## config.mk

```make
export PLATFORM = sky130hd
export DESIGN_NAME = seq_mult_ctrl
export DESIGN_NICKNAME = d
export VERILOG_FILES = /design/src/rtl/seq_mult_pkg.sv /design/src/rtl/seq_mult_dp.sv /design/src/rtl/seq_mult_ctrl.sv
export SDC_FILE = /design/constraint.sdc
export NUM_CORES = 1
export LEC_CHECK = 0
export ABC_CLOCK_PERIOD_IN_PS = 2570
export CORE_ASPECT_RATIO = 0.75
export CORE_UTILIZATION = 50
export CTS_BUF_LIST = sky130_fd_sc_hd__clkbuf_2
export DETAILED_ROUTE_END_ITERATION = 8
export PLACE_DENSITY_LB_ADDON = 0.1
export SLEW_MARGIN = 10
export SYNTH_ARGS = -nofsm -noshare
export SYNTH_HDL_FRONTEND = slang
export SYNTH_HIERARCHICAL = 1
export SYNTH_SLANG_ARGS = --single-unit
```

## constraint.sdc

```tcl
create_clock -name clk -period 2.57 [get_ports clk]
set_input_delay 0.514 -clock clk [delete_from_list [all_inputs] [get_ports clk]]
set_output_delay 0.514 -clock clk [all_outputs]
set_load 0.005 [all_outputs]
```

## src/rtl/seq_mult_pkg.sv

```systemverilog
// seq_mult_pkg: shared state encoding and default width for the sequential multiplier
package seq_mult_pkg;
  localparam int W_DEF = 8;
  typedef enum logic [1:0] {IDLE = 2'd0, RUN = 2'd1, DONE = 2'd2} state_t;
endpackage

```

## src/rtl/seq_mult_dp.sv

```systemverilog
// seq_mult_dp: shift-and-add datapath (accumulator, shifting multiplicand/multiplier, one 2W adder)
//   clk, res        clock, async active-low reset
//   load_i          capture a_i/b_i and clear the accumulator
//   step_i          perform one add/shift iteration
//   a_i, b_i        operands
//   mr_rest_zero_o  no set multiplier bits above bit 0 (only with SEQ_MULT_EARLY_TERM_EN)
//   acc_nxt_o       accumulator value after the current iteration's conditional add
module seq_mult_dp import seq_mult_pkg::*; #(
  parameter int W = W_DEF
) (
  input  logic           clk,
  input  logic           res,
  input  logic           load_i,
  input  logic           step_i,
  input  logic [W-1:0]   a_i,
  input  logic [W-1:0]   b_i,
`ifdef SEQ_MULT_EARLY_TERM_EN
  output logic           mr_rest_zero_o,
`endif
  output logic [2*W-1:0] acc_nxt_o
);
  logic [2*W-1:0] acc_q, acc_d, mcand_q, mcand_d;
  logic [W-1:0]   mr_q, mr_d;
  logic           mr_lsb;
  assign mr_lsb = mr_q[0];
  // operands are at most W bits each, so the 2W-bit sum never carries out
  assign acc_nxt_o = mr_lsb ? acc_q + mcand_q : acc_q;
`ifdef SEQ_MULT_EARLY_TERM_EN
  assign mr_rest_zero_o = (mr_q >> 1) == '0;
`endif
  always_comb begin
    acc_d   = load_i ? '0 : step_i ? acc_nxt_o : acc_q;
    mcand_d = load_i ? {{W{1'b0}}, a_i} : step_i ? mcand_q << 1 : mcand_q;
    mr_d    = load_i ? b_i : step_i ? mr_q >> 1 : mr_q;
  end
  always_ff @(posedge clk or negedge res) begin
    if (!res) begin
      acc_q   <= '0;
      mcand_q <= '0;
      mr_q    <= '0;
    end else begin
      acc_q   <= acc_d;
      mcand_q <= mcand_d;
      mr_q    <= mr_d;
    end
  end
endmodule

```

## src/rtl/seq_mult_ctrl.sv

```systemverilog
// seq_mult_ctrl: start/busy/done sequencer for an unsigned W x W -> 2W shift-and-add multiplier
//   clk, res   clock, async active-low reset
//   start      request, accepted only in IDLE; a/b captured on that edge
//   busy       high in RUN and DONE
//   done       one-cycle pulse, p valid while high
//   p          registered product, held until the next completion
// Build option: SEQ_MULT_EARLY_TERM_EN ends RUN once no multiplier bits remain.
module seq_mult_ctrl import seq_mult_pkg::*; #(
  parameter int W = W_DEF
) (
  input  logic           clk,
  input  logic           res,
  input  logic           start,
  input  logic [W-1:0]   a,
  input  logic [W-1:0]   b,
  output logic           busy,
  output logic           done,
  output logic [2*W-1:0] p
);
  localparam int CNT_W = $clog2(W);
  localparam logic [CNT_W-1:0] CNT_LAST = CNT_W'(W - 1);
  state_t           state_q;
  logic [CNT_W-1:0] cnt_q;
  logic [2*W-1:0]   p_q, acc_nxt;
  logic             busy_q, done_q, load, step, last;
  assign load = state_q == IDLE && start;
  assign step = state_q == RUN;
`ifdef SEQ_MULT_EARLY_TERM_EN
  logic mr_rest_zero;
  // cnt exit stays as a backstop even though mr empties by then
  assign last = cnt_q == CNT_LAST || mr_rest_zero;
`else
  assign last = cnt_q == CNT_LAST;
`endif
  seq_mult_dp #(.W(W)) u_dp (
    .clk            (clk),
    .res            (res),
    .load_i         (load),
    .step_i         (step),
    .a_i            (a),
    .b_i            (b),
`ifdef SEQ_MULT_EARLY_TERM_EN
    .mr_rest_zero_o (mr_rest_zero),
`endif
    .acc_nxt_o      (acc_nxt)
  );
  always_ff @(posedge clk or negedge res) begin
    if (!res) begin
      state_q <= IDLE;
      cnt_q   <= '0;
      p_q     <= '0;
      busy_q  <= 1'b0;
      done_q  <= 1'b0;
    end else begin
      case (state_q)
        IDLE: begin
          done_q <= 1'b0;
          if (start) begin
            state_q <= RUN;
            cnt_q   <= '0;
            busy_q  <= 1'b1;
          end
        end
        RUN: begin
          cnt_q <= cnt_q + 1'b1;
          if (last) begin
            state_q <= DONE;
            p_q     <= acc_nxt;
            done_q  <= 1'b1;
          end
        end
        DONE: begin
          state_q <= IDLE;
          busy_q  <= 1'b0;
          done_q  <= 1'b0;
        end
        default: begin
          state_q <= IDLE;
          busy_q  <= 1'b0;
          done_q  <= 1'b0;
        end
      endcase
    end
  end
  assign busy = busy_q;
  assign done = done_q;
  assign p    = p_q;
endmodule
```

# Yosys cells after proc, flatten, opt, wreduce, memory -nomap -nowiden
# Cells that the tools add are included.
# word_totals
output_inout_bits	18
regBits	63
wordCells	39
inputBits	19
# classes
eq_ne	4
mux	16
bitwise	1
reduce_logical	8
add_sub_neg	2
# op_table
cell	n
16-bit 2-to-1 mux	5
16-bit adder	1
8-bit 2-to-1 mux	2
2-bit AND reduction	4
3-bit one-hot mux with 2 select lines	1
2-bit 2-to-1 mux	2
2-bit inequality test (second input constant)	2
2-bit one-hot mux with 2 select lines	1
2-bit nonzero test	2
3-bit by 1-bit adder with 3-bit output (second input constant)	1
3-bit == test (second input constant)	1
1-bit 2-to-1 mux	3
3-bit 2-to-1 mux	1
2-bit by 1-bit == test with 1-bit output (second input constant)	1
2-bit logical NOT	1
1-bit one-hot mux with 2 select lines	1
1-bit logical AND	1
1-bit inverter	1

# Depth between registers and ports, before layout
# Gate-level depths: netlist (run 1).
# depth
ltp_word	4
depth_mapped	9
depth_no_buf	9

# Hierarchy
# The synthesis (run 1) kept the hierarchy.
# by_module_without_submodules
mod	seq_area_each_um2	area_each_um2	cells_each	n_inst
seq_mult_dp	1001.0	2732.6	280	1
seq_mult_ctrl	575.6	930.9	56	1

# Worst setup path after synthesis (run 1)
# OpenSTA, ideal clock, no wires.
# synth_timing
path_type	register -> register
from	reg u_dp.acc_q[0]
to	reg p_q[14], in the netlist p[14]
t_required_ns	2.445
synth_period_minus_slack_ns	2.583
n_path_buf	0
path_stages_with_launch	10
setup_time_ns	0.125
t_arrival_ns	2.459
slack_ns	-0.013
cell_sequence	dfrtp_1 -> ha_1 -> fa_1 -> a211oi_1 -> o21bai_1 -> a21oi_1 -> o211ai_1 -> xor2_1 -> mux2_2 -> mux2_2
# synth_via
elab_chain_len	2
# synth_rtl
element	line	source
from (decl)	seq_mult_dp.sv:22	logic [2*W-1:0] acc_q, acc_d, mcand_q, mcand_d;
from (signal assigned)	seq_mult_dp.sv:38	acc_q <= '0;
from (signal assigned)	seq_mult_dp.sv:42	acc_q <= acc_d;
16-bit adder	seq_mult_dp.sv:27	assign acc_nxt_o = mr_lsb ? acc_q + mcand_q : acc_q;
16-bit 2-to-1 mux	seq_mult_dp.sv:27	
via acc_nxt[14]	seq_mult_ctrl.sv:24	logic [2*W-1:0] p_q, acc_nxt;
to (signal assigned)	seq_mult_ctrl.sv:68	p_q <= acc_nxt;
to (decl)	seq_mult_ctrl.sv:24	
# The timed path passes the listed nets, and every way through them passes these cells.
# A chain may end at the register's enable or synchronous reset.

# Final worst setup path (run 1)
# layout_timing
from	reg u_dp.acc_q[0]
to	reg p_q[12], in the netlist p[12]
# The elaborated chain is that of the path after synthesis.

==> results.json, run 1 <==
{
  "io_buffers": 36,
  "pwr-share-clk": 0.133,
  "endpoint_kind": "register",
  "syn_nets": 373,
  "antenna_found_initial": 0,
  "grt.busiest_layer": "met1",
  "final_util": 0.615,
  "insertion_delay_ns": 0.50,
  "first_pass_iters": 4,
  "rows": 26,
  "met2_usage": 0.298,
  "ios": 37,
  "p_switching_mw": 2.02,
  "period_share": 0.966,
  "clock_skew_ns": 0.0104,
  "dieArea_um2": 7680,
  "routed_wl_mm": 7.14,
  "crit_type": "register to register",
  "ys_ff_latch": 63,
  "min_period_ns": 2.48,
  "clock_sinks": 63,
  "grt_overflow_total": 0,
  "worst-path-max-fanout": 3,
  "synth_seq_area_share": 0.430,
  "yosys.area_share.simple": 0.117,
  "path_clk_slew_ns": 0.18,
  "grt_pass1_vias": 2539,
  "yosysTopAreaCellShare": 0.430,
  "powerDensity_nw_per_um2": 1200,
  "synthMuxAreaShare": 0.181,
  "synth_top_family_by_area": "multiplexers",
  "synth.avg_cell_area_um2": 10.9,
  "grt_pass1_wl_mm": 12.3,
  "grtUsageTotal": 0.206,
  "hold_violations": 0,
  "coreArea_um2": 6960,
  "status": "completed",
  "wl_per_cell_um": 14.9,
  "timing.final.ws_setup_ns": 0.0883,
  "dpl.hpwl_mm": 4.91,
  "synthFlopType": "dfrtp_1",
  "setup_viol": 0,
  "relSlewSlack": 0.601,
  "internal-power_mw": 3.12,
  "synthAdderAreaFrac": 0.0635,
  "pwr-share-comb": 0.534,
  "synthArstFlopShare": 1.00,
  "cap_violations": 0,
  "start_util": 0.526,
  "fillers": 600,
  "leakage_nw": 2.06,
  "netlist_top_cells_area": "dfrtp_1, mux2i_1, mux2_2",
  "cp.required_ns": 2.98,
  "antennaDiodeCount": 0,
  "vias": 2577,
  "met3_usage": 0.0532,
  "gp_congestion": 0.812,
  "drt_iter0_drc": 99,
  "share_seq_of_total_power": 0.332,
  "grt_max_degree": 49,
  "drive_gt1_frac": 0.205,
  "slowest_stage": "dfrtp_1",
  "synth_xor_area_frac": 0.0311,
  "place_ws_ns": -0.000876,
  "tightestPinTransition_ns": 0.599,
  "area_growth_pct": 16.8,
  "path_delay_family": "adder cells",
  "cts_tree": "yes",
  "numCtsBuffers": 9,
  "crit_cells": 9,
  "worstPathArrival_ns": 2.89,
  "ys_types": 55,
  "die_height_um": 76.1,
  "synth_warnings": 6,
  "rsz0062_at_grt": "yes",
  "critPathLaunchType": "register",
  "met1_usage": 0.305,
  "clock_path_buffers": 2,
  "die_w_um": 101,
  "drtAntennaViolNets": 0,
  "crit_chain": "ha_1, fa_2, a211oi_4, o211ai_1, nand2_1, o21ai_1, xor2_1, mux2_2, mux2_4",
  "cp_num_buf_inv": 0,
  "rr_worst_depth": 9,
  "cts_root_buf": "clkbuf_2",
  "netlist_area_um2": 3660,
  "syn_inst": 336,
  "fin_nets": 412,
  "drc": 0,
  "critPathMaxStageDelay_ns": 0.43,
  "viasPerCell": 5.39,
  "ir_drop_mv": 0.507,
  "synth_compound_area_frac": 0.130,
  "final_max_slew_viol_count": 0,
  "switching_share": 0.393,
  "yosysTopAreaCell": "dfrtp_1",
  "hp-class": "primary input to asynchronous set/reset pin",
  "timing.fmax_mhz": 403,
  "cts-htree-levels": 3,
  "synth-edff-count": 0
}
-- metal layers --
| layer | vias to the layer above | part of all wire |
|---|---|---|
| met2 | 52 | 0.43 |
| met3 | 5 | 0.041 |
| met5 | - | 0 |
| met1 | 1239 | 0.52 |
| li1 | 1281 | - |
| met4 | 0 | 0.0042 |
-- layout make-up --
type	instances	area, um^2	share of cell area
clock buffers	9	45.0	0.0105
clock inverters	7	87.6	0.0205
inverters	10	37.5	0.00877
multi-input cells	244	1960	0.457
flip-flops and latches	63	1580	0.368
well taps	98	123	0.0287
repair buffers	47	453	0.106
-- cells by family after synthesis --
logic type	count (synthesis)
AO/OA/AOI/OAI	70
XOR/XNOR	13
adder cells (fa/ha/maj)	18
buffers and inverters	29
flip-flops	63
multiplexers	59
AND/OR/NAND/NOR	84
-- stage by stage --
stage / std cells / total power, mW / setup TNS [ns] / area [um^2] / hold slack, ns
CTS: 477 / 5.14 / 0 / 4250 / 0.433
global placement: 460 / 4.38 / 0 / 4110 / 0.457
finish: 478 / 5.14 / 0 / 4280 / 0.441
global route: 478 / 5.56 / -0.0245 / 4280 / 0.457
detailed placement: 460 / 4.43 / -0.000876 / 4110 / 0.466
floorplan: 336 / 3.73 / 0 / 3670 / 0.218
-- cell usage in the layout (no fill, tap or decap), types with 10 or more instances in the layout --
cell type / count
clkdlybuf4s50_1: 35
o21ai_0: 21
inv_1: 10
mux2i_1: 29
dfrtp_1: 63
nor2_1: 20
a21oi_1: 14
nand2_1: 28
ha_1: 15
mux2_2: 21
-- power by group through the flow --
stage / Combinational, mW / Sequential, mW / Clock (mW)
5_1_grt: 3.04 / 1.76 / 0.751
4_1_cts: 2.73 / 1.71 / 0.703
3_5_place_dp: 2.71 / 1.73 / 0
6_report: 2.75 / 1.71 / 0.686
3_3_place_gp: 2.66 / 1.72 / 0
2_1_floorplan: 2.08 / 1.66 / 0
-- worst register-to-register path, delay by kind of cell (launching register included) --
family / cells / cell delay [ns]
mux: 2 / 0.54
xor+xnor: 1 / 0.17
simple gates: 1 / 0.11
fa+ha+maj: 2 / 0.64
compound gates: 3 / 0.52
flops: 1 / 0.43
-- registers in the layout, indices dropped and copies added, names as in the netlist --
register and cells:
u_dp/mcand_q 16, cnt_q 3, p 16, u_dp/acc_q 16
u_dp/mr_q 8, busy 1, state_q 2, done 1
-- cells in the mapped netlist, drive strengths merged (5+ instances only) --
library cell   n
o211ai         5
buf            5
mux2i         29
nand3          9
nand2         29
o21ai         22
dfrtp         63
xnor2          7
ha            17
clkbuf        13
a21oi         18
nor2          21
mux2          30
inv           10
xor2           6
-- path summary, 6_finish.rpt --
check	from	to	slack, ns
setup / recovery	u_dp/acc_q[0]	p[12]	0.09
hold / removal	res	cnt_q[2]	0.44
setup reg to reg	u_dp/acc_q[0]	p[12]	0.09
hold reg to reg	done	done	0.50
max in group asynchronous	res	u_dp/mcand_q[0]	1.53
min in group clk	done	done	0.50
-- repair_timing --
action                                  CTS  global route
gates cloned                              0             0
hold buffers                              1             0
gates resized for setup                   1             6
hold endpoints to repair                 15             0
pin swaps                                 2             2
setup buffers                             0             1
endpoints found under the setup margin    1             4
Power figures use the tool's default switching activity.
==> inputs of run 2 (changes only) <==
- CORE_MARGIN: unset -> 2
==> run 2 against run 1 <==
Setup slack lost 0.0074 ns. Core utilization is 0.13 points lower. First-iteration DRC count fell by 21%. Register-to-register slack is essentially flat. Final area fell by 0.20%. Routed wire length increased by 3.1%. Clock-buffer cell count unchanged. Combinational power barely moved.
==> results.json, run 2 (synthesis results as in run 1) <==
{
  "status": "completed",
  "wl_per_cell_um": 15.3,
  "pwr-share-comb": 0.546,
  "dpl.hpwl_mm": 5.00,
  "die_height_um": 78.1,
  "cts_tree": "yes",
  "grtUsageTotal": 0.205,
  "grt_pass1_wl_mm": 12.6,
  "period_share": 0.969,
  "io_buffers": 36,
  "p_total_mw": 5.08,
  "drtAntennaViolNets": 0,
  "cp_num_buf_inv": 0,
  "final_cell_mix": "dfrtp_1, clkdlybuf4s50_1, mux2i_1, nand2_1, o21ai_0",
  "die_w_um": 103,
  "rows": 26,
  "endpoint_kind": "register",
  "final_common_cell": "dfrtp_1",
  "leakage_nw": 2.06,
  "fin_cells": 481,
  "slowest_stage": "dfrtp_1",
  "fin_area_um2": 4270,
  "cap_violations": 0,
  "path_delay_family": "adder cells",
  "grt_overflow_total": 0,
  "hold_violations": 0,
  "antennaDiodeCount": 0,
  "antenna_found_initial": 0,
  "crit_chain": "ha_1, fa_2, a211oi_2, o211ai_1, nand2_1, o21ai_0, xor2_1, mux2_2, mux2_4",
  "routed_wl_mm": 7.36,
  "min_period_ns": 2.49,
  "cp.required_ns": 3.00,
  "fillers": 630,
  "dp_cells": 461,
  "drt_iter0_drc": 78,
  "place_ws_ns": 0.0135,
  "internal-power_mw": 3.03,
  "timing.fmax_mhz": 402,
  "powerDensity_nw_per_um2": 1190,
  "rsz0062_at_grt": "yes",
  "relSlewSlack": 0.597,
  "final_util": 0.613,
  "drive_gt1_frac": 0.211,
  "crit_type": "register to register",
  "ir_drop_mv": 0.533,
  "worstPathArrival_ns": 2.92,
  "critPathMaxStageDelay_ns": 0.42,
  "hold_slack_ns": 0.477,
  "insertion_delay_ns": 0.53,
  "pwr-share-clk": 0.118,
  "dpl_cell_area_um2": 4110,
  "drc": 0,
  "first_pass_iters": 4,
  "clock_skew_ns": 0.0148,
  "cts_root_buf": "clkbuf_2",
  "start_util": 0.526,
  "final_max_slew_viol_count": 0,
  "clock_sinks": 63,
  "hp-class": "primary input to asynchronous set/reset pin",
  "tightestPinTransition_ns": 0.604,
  "critPathLaunchType": "register",
  "fin_nets": 415,
  "numCtsBuffers": 9,
  "vias": 2579,
  "coreArea_um2": 6960,
  "p_switching_mw": 2.05,
  "clock_path_buffers": 2,
  "setup_viol": 0,
  "path_clk_slew_ns": 0.18,
  "dieArea_um2": 8030,
  "timing.final.ws_setup_ns": 0.0808,
  "worst-path-max-fanout": 3,
  "share_seq_of_total_power": 0.336,
  "switching_share": 0.404,
  "tns_ns": 0,
  "gp_congestion": 0.825,
  "area_growth_pct": 16.6,
  "grt_max_degree": 40,
  "cts-htree-levels": 3,
  "viasPerCell": 5.36,
  "ios": 37,
  "grt_pass1_vias": 2602
}
[run 2: power by group through the flow]
stage | logic, mW | registers (mW) | clock network, mW
2_1_floorplan | 2.08 | 1.66 | 0
3_3_place_gp | 2.66 | 1.72 | 0
3_5_place_dp | 2.72 | 1.73 | 0
4_1_cts | 2.76 | 1.71 | 0.627
5_1_grt | 3.07 | 1.76 | 0.675
6_report | 2.77 | 1.71 | 0.601
[run 2: layout make-up]
cell class	instances	area, um^2	share of cell area
tap	98	123	0.0287
clock buffer	9	45.0	0.0105
multi-input combinational	244	1950	0.456
timing repair buffer	50	475	0.111
sequential	63	1580	0.369
inverter	10	37.5	0.00879
clock inverter	7	63.8	0.0149
[run 2: path summary, 6_finish.rpt]
check	start	end	slack (ns)	cells past startpoint
max reg2reg	u_dp/acc_q[0]	p[12]	0.08	9
min in group clk	done	done	0.50	1
min reg2reg	done	done	0.50	1
max	u_dp/acc_q[0]	p[12]	0.08	9
max in group asynchronous	res	u_dp/mcand_q[12]	1.50	3
min	res	done	0.48	2
[run 2: repair_timing]
item / in CTS / in global routing
hold endpoints to repair: 22 / 0
buffers inserted: 2 / 1
endpoints found under the setup margin: 1 / 5
pin swaps: 3 / 1
hold buffers: 1 / 0
gates resized for setup: 1 / 3
[run 2: per-layer routing]
| metal | share of wire | routed length [um] | GRT usage |
|---|---|---|---|
| met5 | 0 | 0 | 0 |
| met4 | 0.014 | 102 | 0.0566 |
| met3 | 0.046 | 341 | 0.0695 |
| met2 | 0.41 | 3050 | 0.288 |
| met1 | 0.53 | 3860 | 0.301 |
